`config.mk`:
```
export PLATFORM = sky130hd
export DESIGN_NAME = msgpass_rqst_addr_gen
export DESIGN_NICKNAME = d
export VERILOG_FILES = /design/src/rtl/msgpass_rqst_addr_gen.sv
export SDC_FILE = /design/constraint.sdc
export NUM_CORES = 1
export LEC_CHECK = 0
export BUFFER_PORTS_ARGS = -buffer_cell sky130_fd_sc_hd__buf_2
export CAP_MARGIN = 5
export CORE_MARGIN = 4
export CORE_UTILIZATION = 50
export DETAILED_ROUTE_END_ITERATION = 10
export GPL_TIMING_DRIVEN = 0
export HOLD_SLACK_MARGIN = 0.03
export PLACE_DENSITY = 0.73
export SYNTH_ARGS = -nofsm -noshare
export SYNTH_HDL_FRONTEND = slang
export SYNTH_SLANG_ARGS = --single-unit
```
`constraint.sdc`:
```
create_clock -name sys_clk -period 2.7 [get_ports sys_clk]
set_input_delay 0.27 -clock sys_clk [delete_from_list [all_inputs] [get_ports sys_clk]]
set_output_delay 0.27 -clock sys_clk [all_outputs]
set_load 0.05 [all_outputs]
```
`src/rtl/msgpass_rqst_addr_gen.sv`:
```
// Msgpass Port A read-address sequencer with DRC replay; perf counters under MSGPASS_ADDR_GEN_PERF_CNT_EN.
// Latency: start->issue 1 cycle, issue->rqst_valid_o READ_LATENCY cycles; no backpressure, is_drc_i forces a replay.
module msgpass_rqst_addr_gen #(
    parameter int ADDR_WIDTH   = 4,
    parameter int DRC_NUM      = 1,
    parameter int READ_LATENCY = 1
) (
    input  logic                  sys_clk,
    input  logic                  rst,
    input  logic                  start_i,
    input  logic                  stop_i,
    input  logic [ADDR_WIDTH-1:0] base_addr_i,
    input  logic [ADDR_WIDTH-1:0] end_addr_i,
    input  logic [DRC_NUM-1:0]    is_drc_i,
    output logic [ADDR_WIDTH-1:0] raddr_o,
    output logic                  cen_o,
    output logic                  rqst_valid_o,
    output logic                  rqst_replay_o,
    output logic                  busy_o,
    output logic                  done_o
`ifdef MSGPASS_ADDR_GEN_PERF_CNT_EN
    ,
    output logic [15:0]           perf_issue_cnt_o,
    output logic [15:0]           perf_replay_cnt_o,
    output logic [15:0]           perf_squash_cnt_o
`endif
);

    typedef enum logic [1:0] {IDLE, READ, DRAIN} state_t;

    state_t                state_q, state_d;
    logic [ADDR_WIDTH-1:0] raddr_q, raddr_d;
    logic [ADDR_WIDTH-1:0] base_q, end_q;
    logic                  cen_q, cen_d;
    logic                  rpl_q, rpl_d;
    logic                  stop_pend_q, stop_pend_d;
    logic [2:0]            drain_cnt_q, drain_cnt_d;

    logic                  tag_vld_q  [READ_LATENCY];
    logic                  tag_rpl_q  [READ_LATENCY];
    logic [ADDR_WIDTH-1:0] tag_addr_q [READ_LATENCY];

    logic start_acc, stop_now, at_end, drain_last, replay_trig;

    assign start_acc   = (state_q == IDLE) && start_i;
    assign stop_now    = stop_pend_q | stop_i;
    assign at_end      = (raddr_q == end_q);
    assign drain_last  = (drain_cnt_q == 3'(READ_LATENCY));
    assign replay_trig = ((state_q == READ) || (state_q == DRAIN)) &&
                         tag_vld_q[READ_LATENCY-1] && !tag_rpl_q[READ_LATENCY-1] && (|is_drc_i);

    assign raddr_o       = raddr_q;
    assign cen_o         = cen_q;
    assign rqst_valid_o  = tag_vld_q[READ_LATENCY-1];
    assign rqst_replay_o = tag_rpl_q[READ_LATENCY-1];

    always_ff @(posedge sys_clk) begin
        if (rst) begin
            state_q <= IDLE;
        end else begin
            state_q <= state_d;
        end
    end

    always_comb begin
        state_d = state_q;
        case (state_q)
            IDLE:    if (start_i) state_d = READ;
            READ:    if (!replay_trig && at_end && stop_now) state_d = DRAIN;
            DRAIN: begin
                if (replay_trig)     state_d = READ;
                else if (drain_last) state_d = IDLE;
            end
            default: state_d = IDLE;
        endcase
    end

    always_comb begin
        busy_o = (state_q != IDLE);
        done_o = (state_q == DRAIN) && drain_last;
    end

    // A replay reissues the output tag's address; the normal advance rule then resumes from it.
    always_comb begin
        raddr_d     = raddr_q;
        cen_d       = cen_q;
        rpl_d       = 1'b0;
        stop_pend_d = stop_pend_q;
        drain_cnt_d = '0;
        case (state_q)
            IDLE: begin
                cen_d       = 1'b0;
                stop_pend_d = 1'b0;
                if (start_i) begin
                    raddr_d = base_addr_i;
                    cen_d   = 1'b1;
                end
            end
            READ: begin
                stop_pend_d = stop_now;
                cen_d       = 1'b1;
                if (replay_trig) begin
                    raddr_d = tag_addr_q[READ_LATENCY-1];
                    rpl_d   = 1'b1;
                end else if (at_end) begin
                    if (stop_now) cen_d = 1'b0;
                    else          raddr_d = base_q;
                end else begin
                    raddr_d = raddr_q + 1'b1;
                end
            end
            DRAIN: begin
                cen_d       = 1'b0;
                drain_cnt_d = drain_cnt_q + 3'd1;
                if (replay_trig) begin
                    raddr_d     = tag_addr_q[READ_LATENCY-1];
                    cen_d       = 1'b1;
                    rpl_d       = 1'b1;
                    drain_cnt_d = '0;
                end else if (drain_last) begin
                    stop_pend_d = 1'b0;
                end
            end
            default: cen_d = 1'b0;
        endcase
    end

    always_ff @(posedge sys_clk) begin
        if (rst) begin
            raddr_q     <= '0;
            cen_q       <= 1'b0;
            rpl_q       <= 1'b0;
            stop_pend_q <= 1'b0;
            drain_cnt_q <= '0;
            base_q      <= '0;
            end_q       <= '0;
        end else begin
            raddr_q     <= raddr_d;
            cen_q       <= cen_d;
            rpl_q       <= rpl_d;
            stop_pend_q <= stop_pend_d;
            drain_cnt_q <= drain_cnt_d;
            if (start_acc) begin
                base_q <= base_addr_i;
                end_q  <= end_addr_i;
            end
        end
    end

    // On a replay trigger every younger tag, including this cycle's issue, is squashed.
    always_ff @(posedge sys_clk) begin
        if (rst) begin
            for (int k = 0; k < READ_LATENCY; k++) begin
                tag_vld_q[k]  <= 1'b0;
                tag_rpl_q[k]  <= 1'b0;
                tag_addr_q[k] <= '0;
            end
        end else begin
            tag_vld_q[0]  <= cen_q & ~replay_trig;
            tag_rpl_q[0]  <= rpl_q;
            tag_addr_q[0] <= raddr_q;
            for (int k = 1; k < READ_LATENCY; k++) begin
                tag_vld_q[k]  <= tag_vld_q[k-1] & ~replay_trig;
                tag_rpl_q[k]  <= tag_rpl_q[k-1];
                tag_addr_q[k] <= tag_addr_q[k-1];
            end
        end
    end

`ifdef MSGPASS_ADDR_GEN_PERF_CNT_EN
    logic [15:0] issue_cnt_q, replay_cnt_q, squash_cnt_q;
    logic [2:0]  squash_n;

    function automatic logic [15:0] sat_add(input logic [15:0] a, input logic [2:0] b);
        logic [16:0] s;
        s = {1'b0, a} + {14'b0, b};
        return s[16] ? 16'hFFFF : s[15:0];
    endfunction

    always_comb begin
        squash_n = '0;
        if (replay_trig) begin
            squash_n = {2'b0, cen_q};
            for (int k = 0; k < READ_LATENCY - 1; k++) begin
                squash_n = squash_n + {2'b0, tag_vld_q[k]};
            end
        end
    end

    always_ff @(posedge sys_clk) begin
        if (rst || start_acc) begin
            issue_cnt_q  <= '0;
            replay_cnt_q <= '0;
            squash_cnt_q <= '0;
        end else begin
            issue_cnt_q  <= sat_add(issue_cnt_q, {2'b0, cen_q});
            replay_cnt_q <= sat_add(replay_cnt_q, {2'b0, replay_trig});
            squash_cnt_q <= sat_add(squash_cnt_q, squash_n);
        end
    end

    assign perf_issue_cnt_o  = issue_cnt_q;
    assign perf_replay_cnt_o = replay_cnt_q;
    assign perf_squash_cnt_o = squash_cnt_q;
`endif

endmodule

```
==> out/qor.json <==
{
  "setup_slack_ns": 0.488,
  "clk_root_buffer_cell": "sky130_fd_sc_hd__clkbuf_4",
  "worst_setup_end_kind": "flop",
  "cts_hold_buf": 0,
  "crit_start": "state_q[0]",
  "finalWorstPathRequiredPeriod_ns": 2.21,
  "chipWidth_microns": 59.0,
  "detail_route.drc_violations": 0,
  "syn_area_per_cell_sq_um": 9.24,
  "cts_tree": "yes",
  "grt-busiest-layer": "met2",
  "hold_viol_final": 0,
  "critPathKind": "reg -> reg",
  "die_height_microns": 59.0,
  "slew-limit-headroom_pct": 67.8,
  "setup-tns-final_ns": 0,
  "ys.flop_type": "sky130_fd_sc_hd__dfxtp_1",
  "placer_s_final_routability_congestion_estimate": 0.787,
  "proportion_of_synthesized_flip_flops_having_asynchronous_set_or_reset_pct": 0,
  "via_count": 1055,
  "regToRegStartpoint": "state_q[0]",
  "wl_microns": 2730,
  "ranking_of_synthesized_cells_by_area": "sky130_fd_sc_hd__dfxtp_1 40%, sky130_fd_sc_hd__ha_1 7.7%, sky130_fd_sc_hd__xnor2_2 5.0%",
  "post_synth_inst_count": 141,
  "max_freq_ghz": 0.452,
  "mappedNetlistNets": 162,
  "yosys.area.top_type_share_pct": 40.0,
  "via_per_inst": 5.44,
  "first_pass_grt_wire_length_microns": 4640,
  "grt_antenna_before_repair": 0,
  "power_per_cell_area_mw_per_mm2": 1220,
  "preCtsSetupSlack_ns": 0.536,
  "first_pass_iters": 4,
  "synth.largest_area_cell": "sky130_fd_sc_hd__dfxtp_1",
  "setup.worst_path.start_class": "flop",
  "skew_pair_late_insertion_delay_ns": 0.33,
  "post_synth_num_cell_types": 34,
  "synthMostInstantiatedCell": "sky130_fd_sc_hd__dfxtp_1",
  "routed_wire_length_per_instance_microns": 14.0,
  "clkSlewWorstSetupHoldPaths_ns": 0.15,
  "first_global_vias": 1061,
  "grtUsageMet3_pct": 3.05,
  "setup_repair_after_global_routing_missed_its_margin": "false",
  "setup_viol": 0,
  "synth-warning-count": 0,
  "rows": 18,
  "hold_path_class": "in -> reg",
  "critPathRequiredTime_ns": 2.94,
  "cts_sinks": 26,
  "io_buffers": 19,
  "place_hpwl_microns": 2030,
  "post_synthesis_sequential_element_count": 26,
  "layout.core_utilization_pct": 60.1,
  "cts_post_setup_buffers_inserted": 0,
  "critical_path_peak_fanout": 8,
  "drive_above_1_share_pct": 18.9,
  "max_cap_viol_count": 0,
  "antenna_left": 0,
  "area_growth_syn_to_layout_pct": 14.2,
  "grt_start_max_net_pins": 16,
  "synth_area_sq_mm": 0.00130,
  "global_route.usage.met1_pct": 22.5,
  "critical_path_arrival_ns": 2.45,
  "grt_use_total_pct": 17.5,
  "max-vdd-ir-drop_mv": 0.631,
  "die-area_sq_mm": 0.00349,
  "run_status": "finished clean",
  "drv_slew": 0,
  "count_of_flip_flops_with_a_built_in_enable_after_synthesis": 0,
  "max_slew.worst_pin.slew_ns": 0.483,
  "ys_seq_area_share_pct": 40.0,
  "synthTopCellsByCount": "26 x sky130_fd_sc_hd__dfxtp_1, 13 x sky130_fd_sc_hd__nand2_1, 11 x sky130_fd_sc_hd__a21oi_1, 11 x sky130_fd_sc_hd__inv_1, 9 x sky130_fd_sc_hd__nand3_1",
  "fin_nets": 186,
  "placeableCoreArea_sq_mm": 0.00248,
  "floorplan.initialDensity_pct": 52.6,
  "post_cts.resized_instances": 0,
  "insertedDiodeCount": 0,
  "tritoncts.num_buffers": 3,
  "io-pin-count": 22,
  "clock-skew-final_ns": 0.00921,
  "hold_path_startpoint": "end_addr_i[2]",
  "cts.path.max_buffers": 2,
  "p_leak_uw": 0.000615,
  "drtIter0Drc": 34,
  "cts-htree-levels": 1,
  "grt_overflow": 0,
  "global_route_track_usage_on_met2_pct": 28.1,
  "final_min_period_over_clock_period_pct": 81.9
}
[path summary, 6_finish.rpt]
check	endpoint	slack, ns	cells after the start
setup / recovery	raddr_o[0]	0.49	7
hold / removal	end_q[2]	0.17	3
setup reg to reg	raddr_o[0]	0.49	7
hold reg to reg	base_q[2]	0.46	2
[critical path: stages, from the launching register on]
cell and delay [ns]:
sky130_fd_sc_hd__dfxtp_1 0.42, sky130_fd_sc_hd__inv_1 0.10, sky130_fd_sc_hd__ha_1 0.31, sky130_fd_sc_hd__nand4b_1 0.27
sky130_fd_sc_hd__o21ai_0 0.26, sky130_fd_sc_hd__o311ai_4 0.43, sky130_fd_sc_hd__nor3_1 0.10, sky130_fd_sc_hd__a22o_1 0.23
[layout by cell type, fill, tap and decap left out, drive strengths merged]
master / Yosys / routed
a31oi: 2 / 2
xnor2: 6 / 6
a211oi: 1 / 1
nand2: 13 / 13
nand4: 1 / 1
a32o: 1 / 1
nand3: 9 / 9
a311oi: 1 / 1
xor2: 1 / 1
nand2b: 1 / 1
nand4b: 2 / 2
a21oi: 11 / 11
dfxtp: 26 / 26
buf: 3 / 22
inv: 11 / 11
a221oi: 1 / 1
o311ai: 1 / 1
and2: 1 / 1
a211o: 1 / 1
and4b: 1 / 1
ha: 8 / 8
o21ai: 4 / 4
o41ai: 1 / 1
a22o: 3 / 3
nor3: 6 / 6
clkbuf: 3 / 6
o221ai: 4 / 4
bufinv: 0 / 1
nor3b: 1 / 1
nor2b: 6 / 6
nor2: 7 / 7
mux2i: 4 / 4
[registers in the layout, indices dropped and copies added, names as in the netlist]
| signal | cells |
|---|---|
| base_q | 4 |
| drain_cnt_q | 3 |
| stop_pend_q | 1 |
| cen_o | 1 |
| tag_vld_q | 1 |
| state_q | 2 |
| rpl_q | 1 |
| tag_addr_q | 4 |
| end_q | 4 |
| tag_rpl_q | 1 |
| raddr_o | 4 |
[stage by stage]
| step | total power, uW | hold WS, ns | cells | instance area, sq um |
|---|---|---|---|---|
| 5_1_grt | 1950 | 0.182 | 194 | 1490 |
| 3_5_place_dp | 1550 | 0.446 | 190 | 1440 |
| 4_1_cts | 1830 | 0.164 | 194 | 1490 |
| 3_3_place_gp | 1530 | 0.435 | 190 | 1440 |
| 2_1_floorplan | 1350 | 0.414 | 141 | 1300 |
| 6_report | 1820 | 0.165 | 194 | 1490 |
[layer usage]
metal | routed length, microns | vias to the layer above
met3 | 102 | 5
li1 | - | 544
met2 | 1280 | 19
met5 | 0 | -
met4 | 40 | 0
met1 | 1300 | 487
[final cells by class]
type	count	area (sq um)
Fill cell	239	990
Multi-Input combinational cell	98	716
Sequential cell	26	520
Timing Repair Buffer	19	95.1
Inverter	11	41.3
Tap cell	30	37.5
Clock inverter	1	30.0
Buffer	6	25.0
Clock buffer	3	22.5
[cells by family after synthesis]
logic type / Yosys count / synth area share [%]
buffers and inverters: 17 / 5.09
DFF: 26 / 40.0
adders and majority gates: 8 / 7.69
and+or+nand+nor: 48 / 19.7
xor gates and xnor gates: 7 / 7.01
muxes: 4 / 3.07
AOI/OAI and AO/OA: 31 / 17.5
[power by group]
group	switching [uW]	total, uW	leakage [uW]	internal [uW]
combinational	617	979	0.000375	361
clock	125	275	0.0000279	150
sequential	94.9	568	0.000213	473
total	837	1820	0.000615	984
Power figures use the tool's default switching activity.
